### config.mk
export PLATFORM = sky130hd
export DESIGN_NAME = hlr_booth_seq_mul
export DESIGN_NICKNAME = d
export VERILOG_FILES = /design/src/rtl/hlr_booth_seq_mul.sv
export SDC_FILE = /design/constraint.sdc
export NUM_CORES = 1
export LEC_CHECK = 0
export CAP_MARGIN = 40
export CELL_PAD_IN_SITES_DETAIL_PLACEMENT = 0
export CELL_PAD_IN_SITES_GLOBAL_PLACEMENT = 2
export CORE_MARGIN = 3
export CORE_UTILIZATION = 37
export CTS_CLUSTER_SIZE = 14
export DETAILED_ROUTE_END_ITERATION = 10
export PLACE_DENSITY_LB_ADDON = 0.1
export SYNTH_ARGS = -nofsm -noshare
export SYNTH_HDL_FRONTEND = slang
export SYNTH_SLANG_ARGS = --single-unit
### constraint.sdc
create_clock -name clk -period 11.35 [get_ports clk]
set_input_delay 1.135 -clock clk [delete_from_list [all_inputs] [get_ports clk]]
set_output_delay 1.135 -clock clk [all_outputs]
set_load 0.1 [all_outputs]
### src/rtl/hlr_booth_seq_mul.sv
// Iterative signed Booth multiplier, one partial product per clock.
// Exact radix-4, or approximate R8ABE2 low groups with carry-dropped low adder bits.
module hlr_booth_seq_mul #(
  parameter int WIDTH      = 8,
  parameter int NUM_R8     = 2,
  parameter int TRUNC_BITS = 4
) (
  input  logic               clk,
  input  logic               rst,
  input  logic               in_valid,
  output logic               in_ready,
  input  logic [WIDTH-1:0]   in_x,
  input  logic [WIDTH-1:0]   in_y,
  input  logic               in_approx,
  output logic               out_valid,
  input  logic               out_ready,
  output logic [2*WIDTH-1:0] out_prod,
  output logic               out_approx
);

  localparam int AW = 2*WIDTH+1;
  localparam int PW = $clog2(WIDTH+1);
  localparam logic [PW-1:0] POS_END = PW'(WIDTH);
  localparam logic [PW-1:0] R8_END  = PW'(3*NUM_R8);
  localparam logic [AW-1:0] LOW_MASK = ~({AW{1'b1}} << TRUNC_BITS);

  typedef enum logic [1:0] {IDLE, RUN, DONE} state_t;

  state_t state, state_nxt;

  logic [WIDTH-1:0] x_r;
  logic [AW-1:0]    y_r;
  logic             approx_r;
  logic [AW-1:0]    acc;
  logic [PW-1:0]    pos;

  logic [WIDTH+1:0] xz;
  logic [3:0]       wnd;
  logic             r8;
  logic             neg;
  logic [1:0]       mag;
  logic [AW-1:0]    mult;
  logic [AW-1:0]    pp;
  logic [AW-1:0]    acc_nxt;
  logic [PW-1:0]    pos_nxt;
  logic             last;

  always_comb begin
    xz  = {x_r[WIDTH-1], x_r, 1'b0};
    wnd = xz[pos +: 4];
    r8  = approx_r && (pos < R8_END);
  end

  // mag: 0 -> 0, 1 -> y, 2 -> 2y, 3 -> 4y
  always_comb begin
    mag = 2'd0;
    neg = 1'b0;
    if (r8) begin
      unique case (wnd)
        4'b0001, 4'b0010:          mag = 2'd1;
        4'b0011, 4'b0100, 4'b0101: mag = 2'd2;
        4'b0110, 4'b0111:          mag = 2'd3;
        4'b1000, 4'b1001: begin
          mag = 2'd3;
          neg = 1'b1;
        end
        4'b1010, 4'b1011, 4'b1100: begin
          mag = 2'd2;
          neg = 1'b1;
        end
        4'b1101, 4'b1110: begin
          mag = 2'd1;
          neg = 1'b1;
        end
        default: ;
      endcase
    end else begin
      unique case (wnd[2:0])
        3'b001, 3'b010: mag = 2'd1;
        3'b011:         mag = 2'd2;
        3'b100: begin
          mag = 2'd2;
          neg = 1'b1;
        end
        3'b101, 3'b110: begin
          mag = 2'd1;
          neg = 1'b1;
        end
        default: ;
      endcase
    end
  end

  always_comb begin
    unique case (mag)
      2'd1:    mult = y_r;
      2'd2:    mult = y_r << 1;
      2'd3:    mult = y_r << 2;
      default: mult = '0;
    endcase
    pp = (neg ? -mult : mult) << pos;
  end

  // Masking the low lanes out of the add keeps any carry from reaching TRUNC_BITS.
  always_comb begin
    if (approx_r) begin
      acc_nxt = ((acc & ~LOW_MASK) + (pp & ~LOW_MASK))
              | ((acc ^ pp) & LOW_MASK);
    end else begin
      acc_nxt = acc + pp;
    end
    pos_nxt = pos + (r8 ? PW'(3) : PW'(2));
    last    = (pos_nxt == POS_END);
  end

  always_comb begin
    state_nxt = state;
    unique case (state)
      IDLE: if (in_valid) state_nxt = RUN;
      RUN:  if (last) state_nxt = DONE;
      DONE: if (out_ready) state_nxt = IDLE;
      default: state_nxt = IDLE;
    endcase
  end

  always_ff @(posedge clk) begin
    if (rst) state <= IDLE;
    else     state <= state_nxt;
  end

  always_ff @(posedge clk) begin
    if (rst) begin
      x_r        <= '0;
      y_r        <= '0;
      approx_r   <= 1'b0;
      acc        <= '0;
      pos        <= '0;
      out_prod   <= '0;
      out_approx <= 1'b0;
    end else begin
      if (state == IDLE && in_valid) begin
        x_r      <= in_x;
        y_r      <= {{(WIDTH+1){in_y[WIDTH-1]}}, in_y};
        approx_r <= in_approx;
        acc      <= '0;
        pos      <= '0;
      end
      if (state == RUN) begin
        acc <= acc_nxt;
        pos <= pos_nxt;
        if (last) begin
          out_prod   <= acc_nxt[2*WIDTH-1:0];
          out_approx <= approx_r;
        end
      end
    end
  end

  assign in_ready  = (state == IDLE);
  assign out_valid = (state == DONE);

endmodule

## Word-level counts from Yosys, hierarchy flattened

Index checks and enable logic that the tools add are counted.
W data, S select, Z words.

- Output and inout port bits: 19
- Input port bits: 21
- Logic and storage cells: 77
- Register bits after elaboration: 57

- Reduce and logical (&&, ||, !) cells: 13
- $add $sub $neg: 4
- Magnitude comparators: 1
- Bitwise gates (word level): 2
- Muxes and demuxes: 18
- Shift-type cells: 2
- Equality and inequality tests: 29

Operator list:

| cell | count |
|---|---|
| $mux W17 | 4 |
| $pmux W17 S3 | 1 |
| $add A17 B17 Y17 | 2 |
| $eq A4 B4 Y1 const B | 8 |
| $neg A17 Y17 | 1 |
| $or A17 B4 Y17 | 1 |
| $shl A17 B4 Y17 | 1 |
| $eq A4 B3 Y1 const B | 4 |
| $pmux W2 S3 | 2 |
| $reduce_or A4 Y1 | 3 |
| $shiftx A10 B5 Y4 | 1 |
| $eq A3 B3 Y1 const B | 3 |
| $eq A4 B2 Y1 const B | 2 |
| $mux W2 | 4 |
| $mux W4 | 2 |
| $reduce_or A7 Y1 | 1 |
| $eq A2 B2 Y1 const B | 3 |
| $eq A3 B2 Y1 const B | 2 |
| $reduce_or A6 Y1 | 1 |
| $add A4 B2 Y4 | 1 |
| $eq A2 B1 Y1 const B | 2 |
| $eq A4 B1 Y1 const B | 1 |
| $lt A4 B3 Y1 const B | 1 |
| $mux W1 | 4 |
| 12 further kinds | 14 |

## Depth between registers and ports, before layout

Gate-level depths: netlist of the first run.

- Depth in word-level cells: 14
- Gate-level depth with buffers: 41
- Depth with buffers taken out: 37

## Worst setup path before layout of the first run

OpenSTA, ideal clock, no wires.

- Path type: register -> register
- Start point: register pos[0]
- End point: register out_prod[15]
- Period minus slack after synthesis: 7.062 ns
- Setup time: 0.079 ns
- Data required time: 11.271 ns
- Cell stages (with the launch flop): 37
- Path buffers: 6
- Arrival time: 6.983 ns
- Slack: 4.288 ns
- Cells stage by stage: dfxtp_1 > buf_6 > clkbuf_1 > buf_2 > buf_1 > clkbuf_1 > nor2_1 > a21oi_1 > o22a_1 > inv_1 > ha_1 > or3_1 > a31oi_1 > a22o_1 > o21ai_0 > buf_2 > nor2_2 > nand2_1 > ha_1 > nor2_1 > o31a_1 > or2_2 > nor2_1 > ha_1 > a21o_1 > a21o_1 > a21oi_1 > o21ai_0 > a31oi_1 > o21bai_1 > a21oi_1 > o31ai_1 > a21oi_1 > xor2_1 > nor2_1 > mux2_4 > a211oi_2

- Cells in the longest elaborated chain, start to end: 13
- Elaborated cells between the ends (all ways): 51
- Classes of those cells: add/sub (4); order compare (1); eq/ne (24); shift (2); mux (10); bitwise (1); reduce/logical (9)

Ends and longest elaborated chain:

| item | RTL line | source |
|---|---|---|
| start, declared | 35 | `logic [PW-1:0] pos;` |
| start signal, assigned | 150 | `pos <= pos_nxt;` |
| $shiftx A10 B5 Y4 | 50 | `wnd = xz[pos +: 4];` |
| $eq A4 B4 Y1 (tied with other cells) | 59 | `unique case (wnd)` |
| $reduce_or A6 Y1 (no line) (tied with other cells) | - |  |
| $pmux W2 S3 or $pmux W2 S2 (tied branches) | 59, 78 |  |
| $mux W2 | 58 | `if (r8) begin` |
| $eq A2 B2 Y1 or $eq A2 B1 Y1 (tied branches) | 95 | `unique case (mag)` |
| $pmux W17 S3 | 95 |  |
| $neg A17 Y17 | 101 | `pp = (neg ? -mult : mult) << pos;` |
| $mux W17 | 101 |  |
| $shl A17 B4 Y17 | 101 |  |
| $add A17 B17 Y17 | 107 | `acc_nxt = ((acc & ~LOW_MASK) + (pp & ~LOW_MASK))` |
| $or A17 B4 Y17 | 108 | `\| ((acc ^ pp) & LOW_MASK);` |
| $mux W17 | 106 | `if (approx_r) begin` |
| end signal, assigned | 152 | `out_prod <= acc_nxt[2*WIDTH-1:0];` |
| end, declared | 17 | `output logic [2*WIDTH-1:0] out_prod,` |

Several ways; a longest one is shown, not always the timed one.
A chain may end at the register's enable or synchronous reset.

## Worst setup path after layout of the first run

- Start point: register pos[3]
- End point: register out_prod[14]

Same word-level chain as after synthesis.

==> impl_metrics.ini, run 1 <==
[critical_path]
worstReg2RegStart = pos[3]
cp-end-kind = register
start_kind = register
cp_slowest_cell = dfxtp_1
path_delay_family = compound AO/OA/AOI/OAI gates
cp_num_cells = 33
crit_arrival_ps = 8530
crit_top_cell = a21oi_1
worstSetupPathType = register to register
r2r-end = out_prod[14]
rrSetupSlack_ps = 3000
cp.buffers_inverters = 3
worst-path-max-fanout = 22
max_stage_delay_ps = 910
reg2reg_depth = 33
required_ps = 11530

[clock_tree]
clk_pin_slew_ps = 80
cts_hold_buf = 0
clockBufferDepth = 2
insertion_delay_ps = 310
root_buffer = clkbuf_16
postCtsSetupRepairBufs = 0
cts_tree = done
htreeDepth = 2
numClockSinks = 56
cts_buffers = 5
cts_resized = 0

[sta]
clock.fmax_ghz = 0.120
tightest_slew_ps = 897
rsz0062_at_grt = false
finalClockSkew_ps = 9.65
fin_crit_sh = 0.735
slew_headroom = 0.401
setup_viol = 0
period_needed_ps = 8350
hold_viol_final = 0
slew_violations = 0
setup_tns_ps = 0
holdWs_ps = 455

[power]
vdd_drop_max_v = 0.0000585
p_sw_mw = 0.210
intPower_mw = 0.367
p_leak_nw = 2.18
clock_power_share = 0.272
seqPwrFrac = 0.368
power_mw = 0.577
switching_share = 0.365
powerDensity_mw_per_mm2 = 99.4
combPwrFrac = 0.360

[yosys]
synthesis.nets = 701
synth_area_leader_cell = dfxtp_1
synth_seq_cells = 56
yosys_warnings = 0
avgSynthCellArea_um2 = 7.44
netlist_instances = 656
ys_async_sr_fraction = 0
yosys-top-cells-count = nand2_1 (105), a21oi_1 (71), dfxtp_1 (56)
synth_top_area_frac = 0.230
yosysMostFrequentCell = nand2_1
synth_flop_cell = dfxtp_1
ys_seq_area_frac = 0.230
synth-edff-count = 0
yosys-top-cells-area = dfxtp_1 (23%), nand2_1 (8.1%), a21oi_1 (7.3%)
synth_cell_types = 80
synthesis.area_mm2 = 0.00488

[run_status]
status = complete, no violations

[routing]
drc = 0
vias = 4793
wire_per_inst_um = 16.1
drt_first_pass_iters = 6
ant_nets = 0
drt-total-wl_mm = 13.8
viasPerCell = 5.58
first_iter_violations = 254

[min_path]
min_path_type = register to register
min_to = out_approx
hold_start = out_approx
hold_depth = 2

[placed_design]
placed_cells = 851
portBuffers = 39
dp_hpwl_mm = 10.5
gp_congestion = 0.918

[finish]
drive_above_1_share = 0.115
final_cells = 859
area_delta_synth_final_pct = 18.9
n_antenna_cell = 0
fin_nets = 731
post-route-util = 0.455

[floorplan]
fp.dieW_um = 121
start_util = 0.382
rows = 41
die_height_um = 121
pin_count = 40
core_area_mm2 = 0.0128
dieArea_mm2 = 0.0146

[global_route]
grt_pass1_vias = 4476
grt_pass1_wl_mm = 23.1
overflow = 0
grt_max_degree = 46
antenna_found_initial = 0
grtUsageTotal = 0.192

[job]
cap_violations = 0
[per-stage QoR]
stage               setup WS (ps)  instance area [um2]
global route                 2070                 5810
finish                       3000                 5810
global placement             3200                 5320
floorplan                    4290                 4880
CTS                          2980                 5810
detailed placement           3020                 5660
[worst max path at each step]
stage            from            to
2_1_floorplan  pos[0]  out_prod[15]
3_3_place_gp   pos[3]  out_prod[15]
3_5_place_dp   pos[3]  out_prod[14]
4_1_cts        pos[3]  out_prod[14]
5_1_grt        pos[3]  out_prod[14]
6_report       pos[3]  out_prod[14]
[cells in the final DEF, fill, tap and decap left out, types with 6 or more instances in the layout]
cell | synthesis | routed
clkdlybuf4s50_1 | 0 | 38
o22ai_1 | 7 | 7
a22oi_1 | 7 | 7
nor4_1 | 6 | 6
xnor2_1 | 15 | 15
o21bai_1 | 10 | 10
o211ai_1 | 8 | 8
nor2_1 | 52 | 52
a211oi_1 | 6 | 6
buf_8 | 0 | 19
a21oi_1 | 71 | 71
a31oi_1 | 12 | 12
a21o_1 | 6 | 6
inv_1 | 11 | 11
and2_1 | 6 | 6
and3_1 | 7 | 7
dfxtp_1 | 56 | 56
nand2b_1 | 15 | 15
nand3_1 | 23 | 23
buf_4 | 2 | 6
nor3_1 | 13 | 13
mux2i_1 | 15 | 15
mux2_2 | 11 | 11
o21ai_0 | 28 | 28
ha_1 | 23 | 23
nand2_1 | 105 | 105
[cells by family (layout without fill, tap and decap cells)]
group,count (synthesis),count (layout),share of synthesized area
flip-flops,56,56,0.230
AND/OR/NAND/NOR,264,264,0.260
buffers and inverters,57,88,0.0523
adder cells (fa/ha/maj),24,24,0.0630
AO/OA/AOI/OAI,205,205,0.291
multiplexers,30,30,0.0682
XOR/XNOR,20,20,0.0359
[area by class of cell]
type | count | area (um2)
sequential | 56 | 1120
multi-input combinational | 543 | 3510
timing repair buffer | 67 | 768
tap | 172 | 215
clock inverter | 2 | 16.3
inverter | 13 | 48.8
fill | 1322 | 6970
clock buffer | 6 | 129
[sequential cells by signal (all words and copies together) (netlist names)]
| signal | count |
|---|---|
| x_r | 8 |
| out_approx | 1 |
| approx_r | 1 |
| y_r | 8 |
| out_prod | 16 |
| acc | 16 |
| state | 2 |
| pos | 4 |
[routing by layer]
| metal | global-route usage | vias to the layer above | wire [um] |
|---|---|---|---|
| li1 | - | 2436 | - |
| met1 | 0.278 | 2267 | 6970 |
| met2 | 0.303 | 81 | 6270 |
| met3 | 0.0224 | 9 | 412 |
| met4 | 0.0482 | 0 | 146 |
| met5 | 0 | - | 0 |
[worst reg2reg max path: cells and delay by family, from the launching register on]
family / cells / cell delay [ps]
XOR/XNOR: 1 / 130
adder cells (fa/ha/maj): 3 / 800
AND/OR/NAND/NOR: 7 / 1510
AO/OA/AOI/OAI: 19 / 3830
buffers and inverters: 3 / 1030
flip-flops: 1 / 910
[power by group through the flow]
stage               logic, mW  registers [mW]  clock network [mW]
floorplan               0.162           0.213                   0
global placement        0.203           0.217                   0
detailed placement      0.207           0.217                   0
CTS                     0.208           0.212               0.162
global route            0.231           0.214               0.172
finish                  0.208           0.212               0.157
Power figures use the tool's default switching activity.
==> run 2: changes to the inputs <==
- CORE_UTILIZATION: 37 -> 31
- clock period: 11.35 -> 7.4 ns (I/O delays scaled with it)
==> impl_metrics.ini, run 2 (synthesis results as in run 1) <==
[min_path]
min_to = out_prod[0]
hold_depth = 2
min_path_type = register to register
hold_start = out_prod[0]

[sta]
setup_viol = 0
period_needed_ps = 6810
worst_slack_ps = 592
fin_crit_sh = 0.920
tightest_slew_ps = 808
clock.fmax_ghz = 0.147
finalClockSkew_ps = 10.1
setup_tns_ps = 0
slew_headroom = 0.460
rsz0062_at_grt = false
holdWs_ps = 458
hold_viol_final = 0
slew_violations = 0

[finish]
final_cell_mix = nand2_1 (105), a21oi_1 (68), dfxtp_1 (54)
mostFrequentLayoutCell = nand2_1
fillerInstances = 1642
drive_above_1_share = 0.136
design_area_mm2 = 0.00594
reg.largest.list = acc (16), out_prod (16)
multiInputGateArea_mm2 = 0.00355
area_delta_synth_final_pct = 21.6
regArea_mm2 = 0.00113
final_cells = 903
fin_nets = 736
n_antenna_cell = 0
post-route-util = 0.388

[critical_path]
cp_slowest_cell = dfxtp_4
r2r-end = out_prod[14]
crit_arrival_ps = 7000
reg2reg_depth = 31
max_stage_delay_ps = 430
start_kind = register
worstSetupPathType = register to register
rrSetupSlack_ps = 590
crit_top_cell = a21oi_1
worstReg2RegStart = pos[2]
cp-end-kind = register
worst-path-max-fanout = 11
required_ps = 7590

[floorplan]
dieArea_mm2 = 0.0173
fp.dieW_um = 132
start_util = 0.319
die_height_um = 132
rows = 45
core_area_mm2 = 0.0153
pin_count = 40

[clock_tree]
clk_pin_slew_ps = 80
numClockSinks = 56
cts_tree = done
postCtsSetupRepairBufs = 0
clockBufferDepth = 2
root_buffer = clkbuf_16
htreeDepth = 2
insertion_delay_ps = 310
cts_buffers = 5

[power]
vdd_drop_max_v = 0.000100
power_mw = 0.900
p_leak_nw = 2.22
powerDensity_mw_per_mm2 = 152

[placed_design]
portBuffers = 39
placed_cells = 895
dp_hpwl_mm = 11.0
gp_congestion = 0.799
dp_slack_ps = 183
place_area_mm2 = 0.00574

[global_route]
grt_pass1_vias = 4586
grt_pass1_wl_mm = 24.6
grt_max_degree = 64
antenna_found_initial = 0
grtUsageTotal = 0.172
overflow = 0

[routing]
met2_length_mm = 6.74
first_iter_violations = 304
wire_per_inst_um = 16.3
wl_met3_um = 418
viasPerCell = 5.29
drc = 0
drt_first_pass_iters = 5
vias = 4780
highest_layer = met4
drt-met1-wl_mm = 7.39
drt-total-wl_mm = 14.7
ant_nets = 0

[run_status]
status = complete, no violations

[job]
cap_violations = 0
## run 2: report_power, final
part	switching, mW	internal (mW)	leakage, nW
clock network	0.122	0.127	0.0712
logic	0.198	0.126	1.70
registers	0.0147	0.312	0.456
total	0.335	0.565	2.22
## run 2: worst max-delay path by stage
stage	from	end	slack, ps
after detailed placement	pos[2]	out_prod[15]	180
after floorplan	pos[0]	out_prod[15]	340
final	pos[2]	out_prod[14]	590
after global placement	pos[2]	out_prod[15]	400
after CTS	pos[2]	out_prod[15]	140
after global routing	pos[2]	out_prod[14]	6
## run 2: final cells by class
type,count,area share
repair buffers,72,0.135
well taps,211,0.0444
flip-flops and latches,56,0.190
inverters,13,0.00822
clock inverters,2,0.00232
multi-input cells,543,0.598
clock buffers,6,0.0217
## run 2: per-layer routing
| layer | global-route usage | up-vias |
|---|---|---|
| met4 | 0.0414 | 0 |
| met1 | 0.244 | 2253 |
| li1 | - | 2449 |
| met3 | 0.0226 | 14 |
| met5 | 0 | - |
| met2 | 0.276 | 64 |
## run 2: critical path, delay by kind of cell (launching register included)
| family | cells | cell delay, ps |
|---|---|---|
| flip-flops | 1 | 430 |
| multiplexers | 1 | 390 |
| XOR/XNOR | 1 | 170 |
| AND/OR/NAND/NOR | 4 | 710 |
| buffers and inverters | 2 | 290 |
| AO/OA/AOI/OAI | 20 | 3890 |
| adder cells (fa/ha/maj) | 3 | 800 |
## run 2: timing repair
action | in CTS | in global routing
endpoints found under the setup margin | 0 | 11
gates resized for setup | 0 | 16
hold buffers | 0 | 0
==> run 3: changes to the inputs <==
- MAX_ROUTING_LAYER: default -> met4
==> impl_metrics.ini, run 3 (synthesis results as in run 1) <==
[run_status]
status = complete, no violations

[floorplan]
pin_count = 40
die_height_um = 132
rows = 45
core_area_mm2 = 0.0153
start_util = 0.319
dieArea_mm2 = 0.0173
fp.dieW_um = 132

[clock_tree]
root_buffer = clkbuf_16
numClockSinks = 56
cts_tree = done
htreeDepth = 2
cts_hold_buf = 0
cts_buffers = 5
clockBufferDepth = 2
postCtsSetupRepairBufs = 0
insertion_delay_ps = 310
clk_pin_slew_ps = 80

[power]
p_sw_mw = 0.335
seqPwrFrac = 0.363
vdd_drop_max_v = 0.000100
power_mw = 0.900
p_leak_nw = 2.22
combPwrFrac = 0.360
intPower_mw = 0.565
switching_share = 0.372
powerDensity_mw_per_mm2 = 152
clock_power_share = 0.277

[critical_path]
max_stage_delay_ps = 430
path_delay_family = compound AO/OA/AOI/OAI gates
crit_top_cell = a21oi_1
cp-end-kind = register
worst-path-max-fanout = 11
start_kind = register
cp.buffers_inverters = 2
worstSetupPathType = register to register
required_ps = 7600
cp_slowest_cell = dfxtp_4
crit_arrival_ps = 7000

[finish]
area_delta_synth_final_pct = 21.6
final_cells = 903
n_antenna_cell = 0
drive_above_1_share = 0.136
final_cell_mix = nand2_1 (105), a21oi_1 (68), dfxtp_1 (54)
fin_nets = 736
reg.largest.list = acc (16), out_prod (16)
mostFrequentLayoutCell = nand2_1

[global_route]
grt_pass1_wl_mm = 24.6
grtUsageTotal = 0.176
grt_pass1_vias = 4569
overflow = 0
antenna_found_initial = 0
grt_max_degree = 64

[job]
cap_violations = 0

[sta]
setup_tns_ps = 0
worst_slack_ps = 593
period_needed_ps = 6810
tightest_slew_ps = 810
setup_viol = 0
slew_headroom = 0.459
slew_violations = 0
fin_crit_sh = 0.920
rsz0062_at_grt = false
clock.fmax_ghz = 0.147
hold_viol_final = 0
finalClockSkew_ps = 10.3

[routing]
viasPerCell = 5.31
ant_nets = 0
drt-total-wl_mm = 14.7
drc = 0
drt_first_pass_iters = 4
first_iter_violations = 288
wire_per_inst_um = 16.3
vias = 4796

[placed_design]
placed_cells = 895
gp_congestion = 0.811
dp_hpwl_mm = 11.0
dp_slack_ps = 183
portBuffers = 39

[min_path]
min_path_type = register to register
-- run 3: power by group through the flow --
stage / clock network [mW] / logic (mW) / registers [mW]
after global routing: 0.271 / 0.362 / 0.329
final: 0.250 / 0.324 / 0.327
after global placement: 0 / 0.318 / 0.334
after detailed placement: 0 / 0.319 / 0.334
after CTS: 0.262 / 0.321 / 0.327
after floorplan: 0 / 0.249 / 0.326
-- run 3: through the flow --
step | hold slack (ps) | cell area [um2] | util
after detailed placement | 452 | 5740 | 0.375
after global placement | 444 | 5430 | 0.355
final | 458 | 5940 | 0.388
after floorplan | 436 | 4880 | -
after CTS | 460 | 5880 | 0.384
after global routing | 473 | 5940 | 0.388
-- run 3: worst paths after layout --
kind / start / endpoint / slack (ps) / cells after the start
max: pos[2] / out_prod[14] / 590 / 31
min: out_prod[0] / out_prod[0] / 460 / 2
max reg2reg: pos[2] / out_prod[14] / 590 / 31
min reg2reg: out_prod[0] / out_prod[0] / 460 / 2
-- run 3: layout make-up --
type / instances / area, um2
multi-input cells: 543 / 3550
fillers: 1642 / 9380
flip-flops and latches: 56 / 1130
repair buffers: 72 / 801
clock inverters: 2 / 13.8
well taps: 211 / 264
clock buffers: 6 / 129
inverters: 13 / 48.8
-- run 3: layer usage --
metal  vias up  track usage  share of wire
met5         -            -              0
met4         0       0.0414          0.012
met3        14       0.0207          0.026
met2        71        0.275           0.46
met1      2259        0.245           0.50
li1       2452            -              -
-- run 3: what timing repair did --
action                                 in CTS  in global routing
setup endpoints to repair                   0                 11
endpoints found under the hold margin       0                  0
gates resized for setup                     0                 16
-- run 3: worst min-delay path, cell delays in order (launching register included) --
cell	delay, ps
dfxtp_1	310
nand2_1	50
a21oi_1	60
